[src/rtl/hub75_bcm_driver_pkg.sv]
// Shared types and helpers for the HUB75 BCM scan driver.
package hub75_pkg;

  typedef enum logic [2:0] {
    IDLE,
    SHIFT,
    BLANK,
    LATCH,
    DISPLAY
  } state_t;

  // Position of R/G/B inside one 3-bit plane field.
  localparam logic [1:0] R_OFS = 2'd2;
  localparam logic [1:0] G_OFS = 2'd1;
  localparam logic [1:0] B_OFS = 2'd0;

  function automatic int unsigned col_w(input int unsigned cols);
    return $clog2(cols);
  endfunction

  function automatic int unsigned plane_w(input int unsigned planes);
    return (planes > 1) ? $clog2(planes) : 1;
  endfunction

  // Wide enough to hold BASE_ON << (PLANES-1), including exact powers of two.
  function automatic int unsigned on_w(input int unsigned base_on, input int unsigned planes);
    return $clog2(base_on << (planes - 1)) + 1;
  endfunction

  // LSB of plane p inside a packed {.., R,G,B} pixel word.
  function automatic int unsigned plane_lsb(input int unsigned plane);
    return 3 * plane;
  endfunction

endpackage

[src/rtl/hub75_bcm_driver_if.sv]
// Frame-buffer read port: 1-cycle read latency, top and bottom half-row pixels.
interface hub75_bcm_driver_if
  import hub75_pkg::*;
#(
  parameter int unsigned COLS     = 64,
  parameter int unsigned ROW_BITS = 4,
  parameter int unsigned PLANES   = 4
);
  localparam int unsigned COL_W = col_w(COLS);

  logic                  pix_rd;
  logic [ROW_BITS-1:0]   pix_row;
  logic [COL_W-1:0]      pix_col;
  logic [3*PLANES-1:0]   pix_top;
  logic [3*PLANES-1:0]   pix_bot;

  modport master (
    output pix_rd, pix_row, pix_col,
    input  pix_top, pix_bot
  );

  modport slave (
    input  pix_rd, pix_row, pix_col,
    output pix_top, pix_bot
  );
endinterface

[src/rtl/hub75_oe_timer.sv]
// Per-plane display timer: loads BASE_ON<<plane, counts down while running,
// flags the final lit cycle.
module hub75_oe_timer
  import hub75_pkg::*;
#(
  parameter  int unsigned BASE_ON = 8,
  parameter  int unsigned PLANES  = 4,
  localparam int unsigned PL_W    = plane_w(PLANES),
  localparam int unsigned ON_W    = on_w(BASE_ON, PLANES)
)
(
  input  logic            clk_shift,
  input  logic            rst,
  input  logic            load,
  input  logic            run,
  input  logic [PL_W-1:0] plane,
  output logic            done
);

  logic [ON_W-1:0] cnt_q, cnt_d;

  // Next count: reload on latch, decrement while lit.
  always_comb begin
    cnt_d = cnt_q;
    if (load) begin
      cnt_d = ON_W'(BASE_ON) << plane;
    end else if (run && (cnt_q != '0)) begin
      cnt_d = cnt_q - 1'b1;
    end
  end

  assign done = run && (cnt_q == ON_W'(1));

  // Count register.
  always_ff @(posedge clk_shift or posedge rst) begin
    if (rst) cnt_q <= '0;
    else     cnt_q <= cnt_d;
  end

  a_base_on_nonzero: assert property (@(posedge clk_shift) disable iff (rst) (BASE_ON != 0))
    else $error("hub75_oe_timer: BASE_ON must be nonzero");

endmodule

[src/rtl/hub75_bcm_driver.sv]
// HUB75 scan driver with binary-coded modulation over PLANES bit planes.
// Per row-plane: SHIFT (fetch + serialise COLS pixels), BLANK, LATCH, DISPLAY.
module hub75_bcm_driver
  import hub75_pkg::*;
#(
  parameter int unsigned COLS     = 64,
  parameter int unsigned ROW_BITS = 4,
  parameter int unsigned PLANES   = 4,
  parameter int unsigned BASE_ON  = 8
)
(
  input  logic                clk_shift,
  input  logic                rst,
  input  logic                en,
  hub75_bcm_driver_if.master  fb,
  output logic                r0,
  output logic                g0,
  output logic                b0,
  output logic                r1,
  output logic                g1,
  output logic                b1,
  output logic                sclk,
  output logic                lat,
  output logic                oe,
  output logic [ROW_BITS-1:0] row_addr,
  output logic                frame_done,
  output logic                busy
);

  localparam int unsigned COL_W = col_w(COLS);
  localparam int unsigned PL_W  = plane_w(PLANES);
  localparam int unsigned CNT_W = $clog2(2 * COLS + 2);

  localparam logic [CNT_W-1:0] LAST_C  = CNT_W'(2 * COLS + 1);
  localparam logic [CNT_W-1:0] LAST_RD = CNT_W'(2 * COLS - 1);
  localparam logic [CNT_W-1:0] RD_END  = CNT_W'(2 * COLS);
  localparam logic [CNT_W-1:0] SCLK_ST = CNT_W'(3);
  localparam logic [PL_W-1:0]  LAST_PL = PL_W'(PLANES - 1);

  state_t              state_q, state_d;
  logic [CNT_W-1:0]    cnt_q, cnt_d;
  logic [ROW_BITS-1:0] row_q, row_d;
  logic [PL_W-1:0]     plane_q, plane_d;

  logic [5:0]          rgb_q, rgb_d;
  logic                pix_rd_q, pix_rd_d;
  logic [ROW_BITS-1:0] pix_row_q, pix_row_d;
  logic [COL_W-1:0]    pix_col_q, pix_col_d;
  logic                sclk_q, sclk_d;
  logic                lat_q, lat_d;
  logic                oe_q, oe_d;
  logic [ROW_BITS-1:0] row_addr_q, row_addr_d;
  logic                frame_done_q, frame_done_d;
  logic                busy_q, busy_d;

  logic                tmr_load, tmr_run, tmr_done;
  logic [2:0]          top_px, bot_px;

  assign tmr_load = (state_q == LATCH);
  assign tmr_run  = (state_q == DISPLAY);

  hub75_oe_timer #(
    .BASE_ON (BASE_ON),
    .PLANES  (PLANES)
  ) u_oe_timer (
    .clk_shift (clk_shift),
    .rst       (rst),
    .load      (tmr_load),
    .run       (tmr_run),
    .plane     (plane_q),
    .done      (tmr_done)
  );

  assign top_px = 3'(fb.pix_top >> plane_lsb(32'(plane_q)));
  assign bot_px = 3'(fb.pix_bot >> plane_lsb(32'(plane_q)));

  // Sequencing, counters and next values of all registered outputs.
  // Outputs are derived from the next state/count so they line up with state_q.
  always_comb begin
    state_d      = state_q;
    cnt_d        = cnt_q;
    row_d        = row_q;
    plane_d      = plane_q;
    frame_done_d = 1'b0;

    case (state_q)
      IDLE: begin
        if (en) begin
          state_d = SHIFT;
          cnt_d   = '0;
        end
      end
      SHIFT: begin
        if (cnt_q == LAST_C) state_d = BLANK;
        else                 cnt_d   = cnt_q + 1'b1;
      end
      BLANK:   state_d = LATCH;
      LATCH:   state_d = DISPLAY;
      DISPLAY: begin
        if (tmr_done) begin
          cnt_d   = '0;
          state_d = en ? SHIFT : IDLE;
          if (plane_q == LAST_PL) begin
            plane_d = '0;
            row_d   = row_q + 1'b1;
            if (row_q == '1) frame_done_d = 1'b1;
          end else begin
            plane_d = plane_q + 1'b1;
          end
        end
      end
      default: state_d = IDLE;
    endcase

    pix_rd_d  = (state_d == SHIFT) && !cnt_d[0] && (cnt_d < RD_END);
    pix_col_d = pix_rd_d ? cnt_d[COL_W:1] : '0;
    pix_row_d = row_d;
    sclk_d    = (state_d == SHIFT) && cnt_d[0] && (cnt_d >= SCLK_ST);
    lat_d     = (state_d == LATCH);
    oe_d      = (state_d != DISPLAY);
    busy_d    = (state_d != IDLE);
    row_addr_d = lat_d ? row_q : row_addr_q;

    // Read data returns on odd cycles; capture it for the following two cycles.
    rgb_d = rgb_q;
    if ((state_q == SHIFT) && cnt_q[0] && (cnt_q <= LAST_RD)) begin
      rgb_d = {top_px[R_OFS], top_px[G_OFS], top_px[B_OFS],
               bot_px[R_OFS], bot_px[G_OFS], bot_px[B_OFS]};
    end
  end

  // State, counter and output registers.
  always_ff @(posedge clk_shift or posedge rst) begin
    if (rst) begin
      state_q      <= IDLE;
      cnt_q        <= '0;
      row_q        <= '0;
      plane_q      <= '0;
      rgb_q        <= '0;
      pix_rd_q     <= 1'b0;
      pix_row_q    <= '0;
      pix_col_q    <= '0;
      sclk_q       <= 1'b0;
      lat_q        <= 1'b0;
      oe_q         <= 1'b1;
      row_addr_q   <= '0;
      frame_done_q <= 1'b0;
      busy_q       <= 1'b0;
    end else begin
      state_q      <= state_d;
      cnt_q        <= cnt_d;
      row_q        <= row_d;
      plane_q      <= plane_d;
      rgb_q        <= rgb_d;
      pix_rd_q     <= pix_rd_d;
      pix_row_q    <= pix_row_d;
      pix_col_q    <= pix_col_d;
      sclk_q       <= sclk_d;
      lat_q        <= lat_d;
      oe_q         <= oe_d;
      row_addr_q   <= row_addr_d;
      frame_done_q <= frame_done_d;
      busy_q       <= busy_d;
    end
  end

  assign fb.pix_rd  = pix_rd_q;
  assign fb.pix_row = pix_row_q;
  assign fb.pix_col = pix_col_q;
  assign {r0, g0, b0, r1, g1, b1} = rgb_q;
  assign sclk       = sclk_q;
  assign lat        = lat_q;
  assign oe         = oe_q;
  assign row_addr   = row_addr_q;
  assign frame_done = frame_done_q;
  assign busy       = busy_q;

endmodule

[src/flat_wrapper.sv]
// flat-port wrapper written by rule: the top's interface ports become plain ports
module hub75_bcm_driver_flat import hub75_pkg::*;
#(
  parameter int unsigned COLS     = 64,
  parameter int unsigned ROW_BITS = 4,
  parameter int unsigned PLANES   = 4,
  parameter int unsigned BASE_ON  = 8
)
  (clk_shift, rst, en, r0, g0, b0, r1, g1, b1, sclk, lat, oe, row_addr, frame_done, busy, fb_pix_rd, fb_pix_row, fb_pix_col, fb_pix_top, fb_pix_bot);
  hub75_bcm_driver_if #(.COLS(COLS), .ROW_BITS(ROW_BITS), .PLANES(PLANES)) fb_i ();
  input  logic clk_shift;
  input  logic rst;
  input  logic en;
  output logic r0;
  output logic g0;
  output logic b0;
  output logic r1;
  output logic g1;
  output logic b1;
  output logic sclk;
  output logic lat;
  output logic oe;
  output logic [ROW_BITS-1:0] row_addr;
  output logic frame_done;
  output logic busy;
  output wire logic [$bits(fb_i.pix_rd)-1:0] fb_pix_rd;
  output wire logic [$bits(fb_i.pix_row)-1:0] fb_pix_row;
  output wire logic [$bits(fb_i.pix_col)-1:0] fb_pix_col;
  input wire logic [$bits(fb_i.pix_top)-1:0] fb_pix_top;
  input wire logic [$bits(fb_i.pix_bot)-1:0] fb_pix_bot;
  assign fb_pix_rd = fb_i.pix_rd;
  assign fb_pix_row = fb_i.pix_row;
  assign fb_pix_col = fb_i.pix_col;
  assign fb_i.pix_top = fb_pix_top;
  assign fb_i.pix_bot = fb_pix_bot;
  hub75_bcm_driver #(.COLS(COLS), .ROW_BITS(ROW_BITS), .PLANES(PLANES), .BASE_ON(BASE_ON)) u_core (.clk_shift(clk_shift), .rst(rst), .en(en), .fb(fb_i), .r0(r0), .g0(g0), .b0(b0), .r1(r1), .g1(g1), .b1(b1), .sclk(sclk), .lat(lat), .oe(oe), .row_addr(row_addr), .frame_done(frame_done), .busy(busy));
endmodule
[config.mk]
export PLATFORM = sky130hd
export DESIGN_NAME = hub75_bcm_driver_flat
export DESIGN_NICKNAME = d
export VERILOG_FILES = /design/src/rtl/hub75_bcm_driver_pkg.sv /design/src/rtl/hub75_bcm_driver_if.sv /design/src/rtl/hub75_oe_timer.sv /design/src/rtl/hub75_bcm_driver.sv /design/src/flat_wrapper.sv
export SDC_FILE = /design/constraint.sdc
export NUM_CORES = 1
export LEC_CHECK = 0
export ABC_AREA = 1
export CAP_MARGIN = 10
export CORE_MARGIN = 10
export CORE_UTILIZATION = 45
export DETAILED_ROUTE_END_ITERATION = 8
export PLACE_DENSITY = 0.82
export SLEW_MARGIN = 20
export SYNTH_ARGS = -nofsm -noshare
export SYNTH_HDL_FRONTEND = slang
export SYNTH_HIERARCHICAL = 1
export SYNTH_SLANG_ARGS = --single-unit
[constraint.sdc]
create_clock -name clk_shift -period 2.7 [get_ports clk_shift]
set_clock_uncertainty 0.1 [all_clocks]
set_input_delay 0.54 -clock clk_shift [delete_from_list [all_inputs] [get_ports clk_shift]]
set_output_delay 0.54 -clock clk_shift [all_outputs]
set_load 0.02 [all_outputs]
==> qor.txt, run 1 <==
Lkg Pwr: 1.56 nW
# hold bufs at CTS: 0
Relative slew slack: 0.619
Setup violators final: 0
Vias in the first global route: 2163
Cell Area, Synth: 2450 um^2
Syn Inst Count: 296
Layout Cells excl Fill: 425
Slew Viols, Final: 0
Setup CP Type: reg -> reg
CP Max Fanout: 5
Pwr per Cell Area: 407 nW/um^2
HPWL Detailed: 4.43 mm
Post-synth top area cell: dfrtp_1
Design area: 3160 um^2
Top FF cell, synth: dfrtp_1
Nets@finish: 387
Post-Route WL: 5.97 mm
Hold Path Class: reg -> reg
Number of synthesized register bits: 46
Iter 0 DRT Violations: 119
IO Port Bufs: 52
Synth area leaders: dfrtp_1 46%, nand2_1 8.9%, inv_1 5.8%
Drt wl/cell: 14.0 um
TritonRoute pass-1 iters: 4
WP data required: 2800 ps
Area growth syn-to-layout: 29.2%
Via Count: 2122
Worst-Margin Slew: 566 ps
DRC Markers: 0
Layout cell share with drive strength beyond 1: 0.110
Worst-path clk slew: 90 ps
CP endpoint kind: flop
CTS tree: built
Initial Util: 0.471
Placed Instances: 417
Fin. Hold Viols: 0
Fin crit period: 2460 ps
Global-route wire length before repair: 9.94 mm
EDFF count, synth: 0
GRT Residual Overflow: 0
Total of warnings raised by yosys: 6
Mean Syn Cell Area: 8.28 um^2
Post-CTS sizing: 0
Ys async rst share: 1.00
Worst skew pair latency: 300 ps
Synth unique cells: 32
Placed inst area: 3050 um^2
Maximum clock rate: 407 MHz
Die extent in x: 93.8 um
# diodes: 0
Clock buffer count from CTS: 5
Register area share after synthesis: 0.470
Max-Cap Viols: 0
Die area: 8800 um^2
Worst VDD drop: 300 uV
Die Y-Extent: 93.8 um
IO Pins: 53
Rows: 26
Yosys top cell area share: 0.460
Largest net degree at the start of global routing: 40
Detail-routed via count per cell: 4.99
Syn Nets: 329
GPL Wtd Cong: 0.881
# H-tree levels: 2
Total power: 1.29 mW
Root buf cell: clkbuf_8
Status: complete, no violations
Final period utilization: 0.911
GRT Overall Usage: 0.140
Antenna violations before repair: 0
Clk sink count: 46
Setup repair bufs after CTS: 0
Clock Tree Buf Depth: 2
Core Box Area: 5200 um^2
RSZ-0062 raised after global routing: no
Final setup TNS: 0 ps
Critical Path AT: 2550 ps
Post-route ant nets: 0
Worst Setup Start Kind: flop
## per-stage QoR
stage | util | setup slack (ps) | hold slack, ps
5_1_grt | 0.608 | 9.98 | 419
6_report | 0.608 | 242 | 392
3_3_place_gp | 0.587 | 438 | 362
3_5_place_dp | 0.587 | 324 | 368
4_1_cts | 0.608 | 263 | 396
2_1_floorplan | - | 587 | 243
## placed cells by master (no fill, tap or decap), types with 6 or more instances in the layout
cell	Yosys	final
nor3_1	7	7
o21ai_0	19	19
nor2_1	37	37
inv_2	7	7
o22ai_1	6	6
nand3_1	24	24
dfrtp_1	45	45
inv_1	38	38
nand2_1	58	58
clkdlybuf4s50_1	0	52
ha_1	6	6
## critical path, cell delays in order, from the launching register on
cell	delay, ps
dfrtp_1	450
nor2_2	210
nand2_1	120
inv_1	190
nand3_1	100
nor2_1	140
inv_1	100
nand3_2	100
nand2_1	90
nor2_4	140
nand2_1	110
a21oi_1	250
nand3_1	120
nor2_1	120
nor2_1	50
## synthesized netlist by cell type, types with 2 or more instances
cell and number:
clkbuf_1 2, inv_1 38, inv_2 7, o22ai_1 6
nand3_1 24, nor2_1 37, nor2_2 2, nor2_4 3
nand3b_1 2, a21oi_2 5, nor3_1 7, o21ai_0 19
xor2_1 5, dfrtp_1 45, mux2_1 5, ha_1 6
nand4_1 3, nand2_2 3, nand3_2 3, nand2_4 3
o21ai_1 3, nand2_1 58
## per-layer routing
metal  part of all wire  global-route usage  vias to the layer above
met5                  0                   0                        -
met4              0.021              0.0570                        0
met3              0.043              0.0376                       10
met2               0.50               0.241                       36
met1               0.44               0.159                     1015
li1                   -                   -                     1061
## cell type report
type / count / area [um^2]
Inverter: 45 / 169
Tap cell: 70 / 87.6
Sequential cell: 46 / 1150
Clock buffer: 6 / 72.6
Timing Repair Buffer: 55 / 543
Clock inverter: 2 / 37.5
Fill cell: 467 / 2040
Multi-Input combinational cell: 201 / 1100
## worst paths after layout
kind                                             start                                endpoint  slack (ps)  depth (start not counted)
max                        u_core/state_q[1]$_DFF_PP0_                   u_core/sclk$_DFF_PP0_         240                         14
min                        u_core/rgb_q[3]$_DFFE_PP0P_             u_core/rgb_q[3]$_DFFE_PP0P_         390                          1
max reg2reg                u_core/state_q[1]$_DFF_PP0_                   u_core/sclk$_DFF_PP0_         240                         14
min reg2reg                u_core/rgb_q[3]$_DFFE_PP0P_             u_core/rgb_q[3]$_DFFE_PP0P_         390                          1
max in group asynchronous                          rst                     u_core/oe$_DFF_PP1_        1540                          3
min in group asynchronous                          rst  u_core/u_oe_timer/cnt_q[4]$_DFFE_PP0P_         400                          2
## power breakdown
part | switching, mW | total, mW | internal [mW] | leakage (nW)
combinational | 0.0310 | 0.0772 | 0.0462 | 0.914
clock | 0.238 | 0.514 | 0.276 | 0.0514
sequential | 0.00205 | 0.695 | 0.693 | 0.598
total | 0.271 | 1.29 | 1.02 | 1.56
## sequential cells by signal (all words and copies together), names as in the netlist
register                 flops
u_core/cnt_q                 8
u_core/u_oe_timer/cnt_q      7
u_core/fb.pix_col            6
u_core/rgb_q                 6
u_core/fb.pix_row            4
u_core/row_addr              4
u_core/state_q               3
u_core/plane_q               2
u_core/busy                  1
u_core/fb.pix_rd             1
u_core/frame_done            1
u_core/lat                   1
u_core/oe                    1
u_core/sclk                  1
## cells by family after synthesis
logic type      count (synthesis)  share of synthesized area
compound gates                 37                     0.0894
xor+xnor                        5                     0.0179
flops                          46                      0.470
fa+ha+maj                       6                     0.0306
buf+inv                        49                     0.0797
simple gates                  147                      0.284
mux                             6                     0.0276
Power figures use the tool's default switching activity.
==> run 2: changes to the inputs <==
- PLACE_DENSITY: 0.82 -> 0.81
==> qor.txt, run 2 (synthesis gave the netlist of run 1 again) <==
GPL Wtd Cong: 0.901 (+2.3%)
Commonest cells after routing, fill and taps aside: 58 x nand2_1, 52 x clkdlybuf4s50_1, 45 x dfrtp_1
CTS tree: built
# hold bufs at CTS: 0 (unchanged)
Hold Path Class: reg -> reg
Biggest register: u_core/cnt_q
Initial Util: 0.471 (unchanged)
Rows: 26 (unchanged)
Slew Viols, Final: 0 (unchanged)
Drt wl/cell: 13.8 um (-1.7%)
Via Count: 2128 (+0.28%)
Pwr per Cell Area: 435 nW/um^2 (+7.1%)
Status: complete, no violations
Setup WS post-layout: 329 ps (+87.6 ps)
Clk sink count: 46 (unchanged)
Largest net degree at the start of global routing: 40 (unchanged)
Worst-Margin Slew: 511 ps (-55.9 ps)
DRC Markers: 0 (unchanged)
Critical Path AT: 2490 ps (-60 ps)
Layout cell share with drive strength beyond 1: 0.113 (+0.00282)
GRT Overall Usage: 0.139 (-0.000612)
Worst Setup Start Kind: flop
Global-route wire length before repair: 9.91 mm (-0.28%)
Relative slew slack: 0.660 (+0.0402)
Worst-path clk slew: 90 ps (about the same)
Die Y-Extent: 93.8 um (unchanged)
Fin. Hold Viols: 0 (unchanged)
Antenna violations before repair: 0 (unchanged)
TritonRoute pass-1 iters: 4 (unchanged)
Post-route ant nets: 0 (unchanged)
Core Box Area: 5200 um^2 (unchanged)
CP endpoint kind: flop
GRT Residual Overflow: 0 (unchanged)
Maximum clock rate: 422 MHz (+3.7%)
Die area: 8800 um^2 (unchanged)
Lkg Pwr: 1.58 nW (+1.3%)
Worst VDD drop: 318 uV (+5.9%)
WP data required: 2820 ps (+20 ps)
Fillers: 455 (-2.6%)
Layout Cells excl Fill: 425 (unchanged)
Most common cell after layout, fill and taps aside: nand2_1
WHS: 393 ps (+1.05 ps)
Final setup TNS: 0 ps (unchanged)
HPWL Detailed: 4.46 mm (+0.63%)
Sw Share: 0.187 (-0.0240)
RSZ-0062 raised after global routing: no
Clock Tree Buf Depth: 2 (unchanged)
Setup CP Type: reg -> reg
IO Pins: 53 (unchanged)
Vias in the first global route: 2073 (-4.2%)
Detail-routed via count per cell: 5.01 (+0.28%)
Total power: 1.39 mW (+8.4%)
# diodes: 0 (unchanged)
Iter 0 DRT Violations: 164 (+38%)
Clk pwr share: 0.446 (+0.046)
IO Port Bufs: 52 (unchanged)
Area growth syn-to-layout: 30.7%
Clock buffer count from CTS: 5 (unchanged)
Setup repair bufs after CTS: 0 (unchanged)
Design internal power: 1.13 mW (+12%)
Final period utilization: 0.878 (-0.0325)
Worst slack at placement: 349 ps (+25.2 ps)
Setup violators final: 0 (unchanged)
Sequential Power Share: 0.499 (-0.041)
Flop-to-flop setup slack: 330 ps (+90 ps)
Max FFs per register: 8 (unchanged)
Logic gate share of total power: 0.055 (-0.005)
Biggest regs: u_core/cnt_q: 8 flops, u_core/u_oe_timer/cnt_q: 7 flops
Fin crit period: 2370 ps (-87.6 ps)
Worst skew pair latency: 290 ps (about the same)
Root buf cell: clkbuf_8
# H-tree levels: 2 (unchanged)
Switching pwr: 0.260 mW (-4.0%)
Nets@finish: 387 (unchanged)
Placed Instances: 417 (unchanged)
Die extent in x: 93.8 um (unchanged)
Max-Cap Viols: 0 (unchanged)
CP Max Fanout: 7 (+2)
Post-Route WL: 5.86 mm (-1.7%)
## run 2: cell count changes in the layout (fill, tap and decap cells not counted)
cell / delta
bufinv_16: +1
clkbuf_1: -1
clkbuf_8: +1
clkinvlp_4: -1
nor2_2: -1
nor2_4: +1
## run 2: final cells by class
cell class	instances	area [um^2]	area share
clock buffer	6	82.6	0.0258
clock inverter	2	60.1	0.0188
inverter	45	169	0.0528
multi-input combinational	201	1110	0.346
sequential	46	1150	0.360
tap	70	87.6	0.0274
timing repair buffer	55	543	0.170
## run 2: timing repair
action	CTS	global route
setup endpoints to repair	0	6
resized for setup	0	1
endpoints found under the hold margin	0	0
## run 2: worst paths after layout
check | cells past startpoint | from | endpoint
min in group asynchronous | 2 | rst | u_core/u_oe_timer/cnt_q[3]$_DFFE_PP0P_
hold / removal | 1 | u_core/rgb_q[4]$_DFFE_PP0P_ | u_core/rgb_q[4]$_DFFE_PP0P_
max in group asynchronous | 3 | rst | u_core/oe$_DFF_PP1_
setup / recovery | 13 | u_core/state_q[1]$_DFF_PP0_ | u_core/fb.pix_col[3]$_DFF_PP0_
hold reg to reg | 1 | u_core/rgb_q[4]$_DFFE_PP0P_ | u_core/rgb_q[4]$_DFFE_PP0P_
setup reg to reg | 13 | u_core/state_q[1]$_DFF_PP0_ | u_core/fb.pix_col[3]$_DFF_PP0_
## run 2: metrics by stage
step	instance area, um^2	util
detailed placement	3050	0.587
CTS	3200	0.614
global route	3200	0.615
finish	3200	0.615
global placement	3050	0.587
floorplan	2450	-
## run 2: per-layer routing
layer / share of wire / track usage / routed length [um] / vias up
met4: 0.013 / 0.0519 / 78 / 0
met5: 0 / 0 / 0 / -
met2: 0.51 / 0.232 / 2980 / 53
met1: 0.42 / 0.169 / 2490 / 1006
li1: - / - / - / 1063
met3: 0.053 / 0.0336 / 313 / 6
## run 2: power groups by stage
stage / Clock (mW) / Sequential (mW) / Combinational, mW
floorplan: 0 / 0.714 / 0.0179
global placement: 0 / 0.708 / 0.0772
detailed placement: 0 / 0.709 / 0.0786
CTS: 0.639 / 0.695 / 0.0787
global route: 0.663 / 0.696 / 0.0837
finish: 0.622 / 0.695 / 0.0773
## run 2: critical path, stage by stage, from the launching register on
cell	delay, ps
dfrtp_1	470
nor2_4	180
nand2_1	100
inv_1	170
nand3_1	100
nor2_1	130
inv_1	90
nand3_2	90
nand2_1	90
nor2_4	130
nand2_1	80
a21oi_2	190
nand3_2	200
a21oi_2	160
==> run 3: changes to the inputs <==
- CTS_CLUSTER_DIAMETER: default -> 80
==> results of run 3 <==
Same layout as run 2: the final DEF is identical, and so are final timing and power.
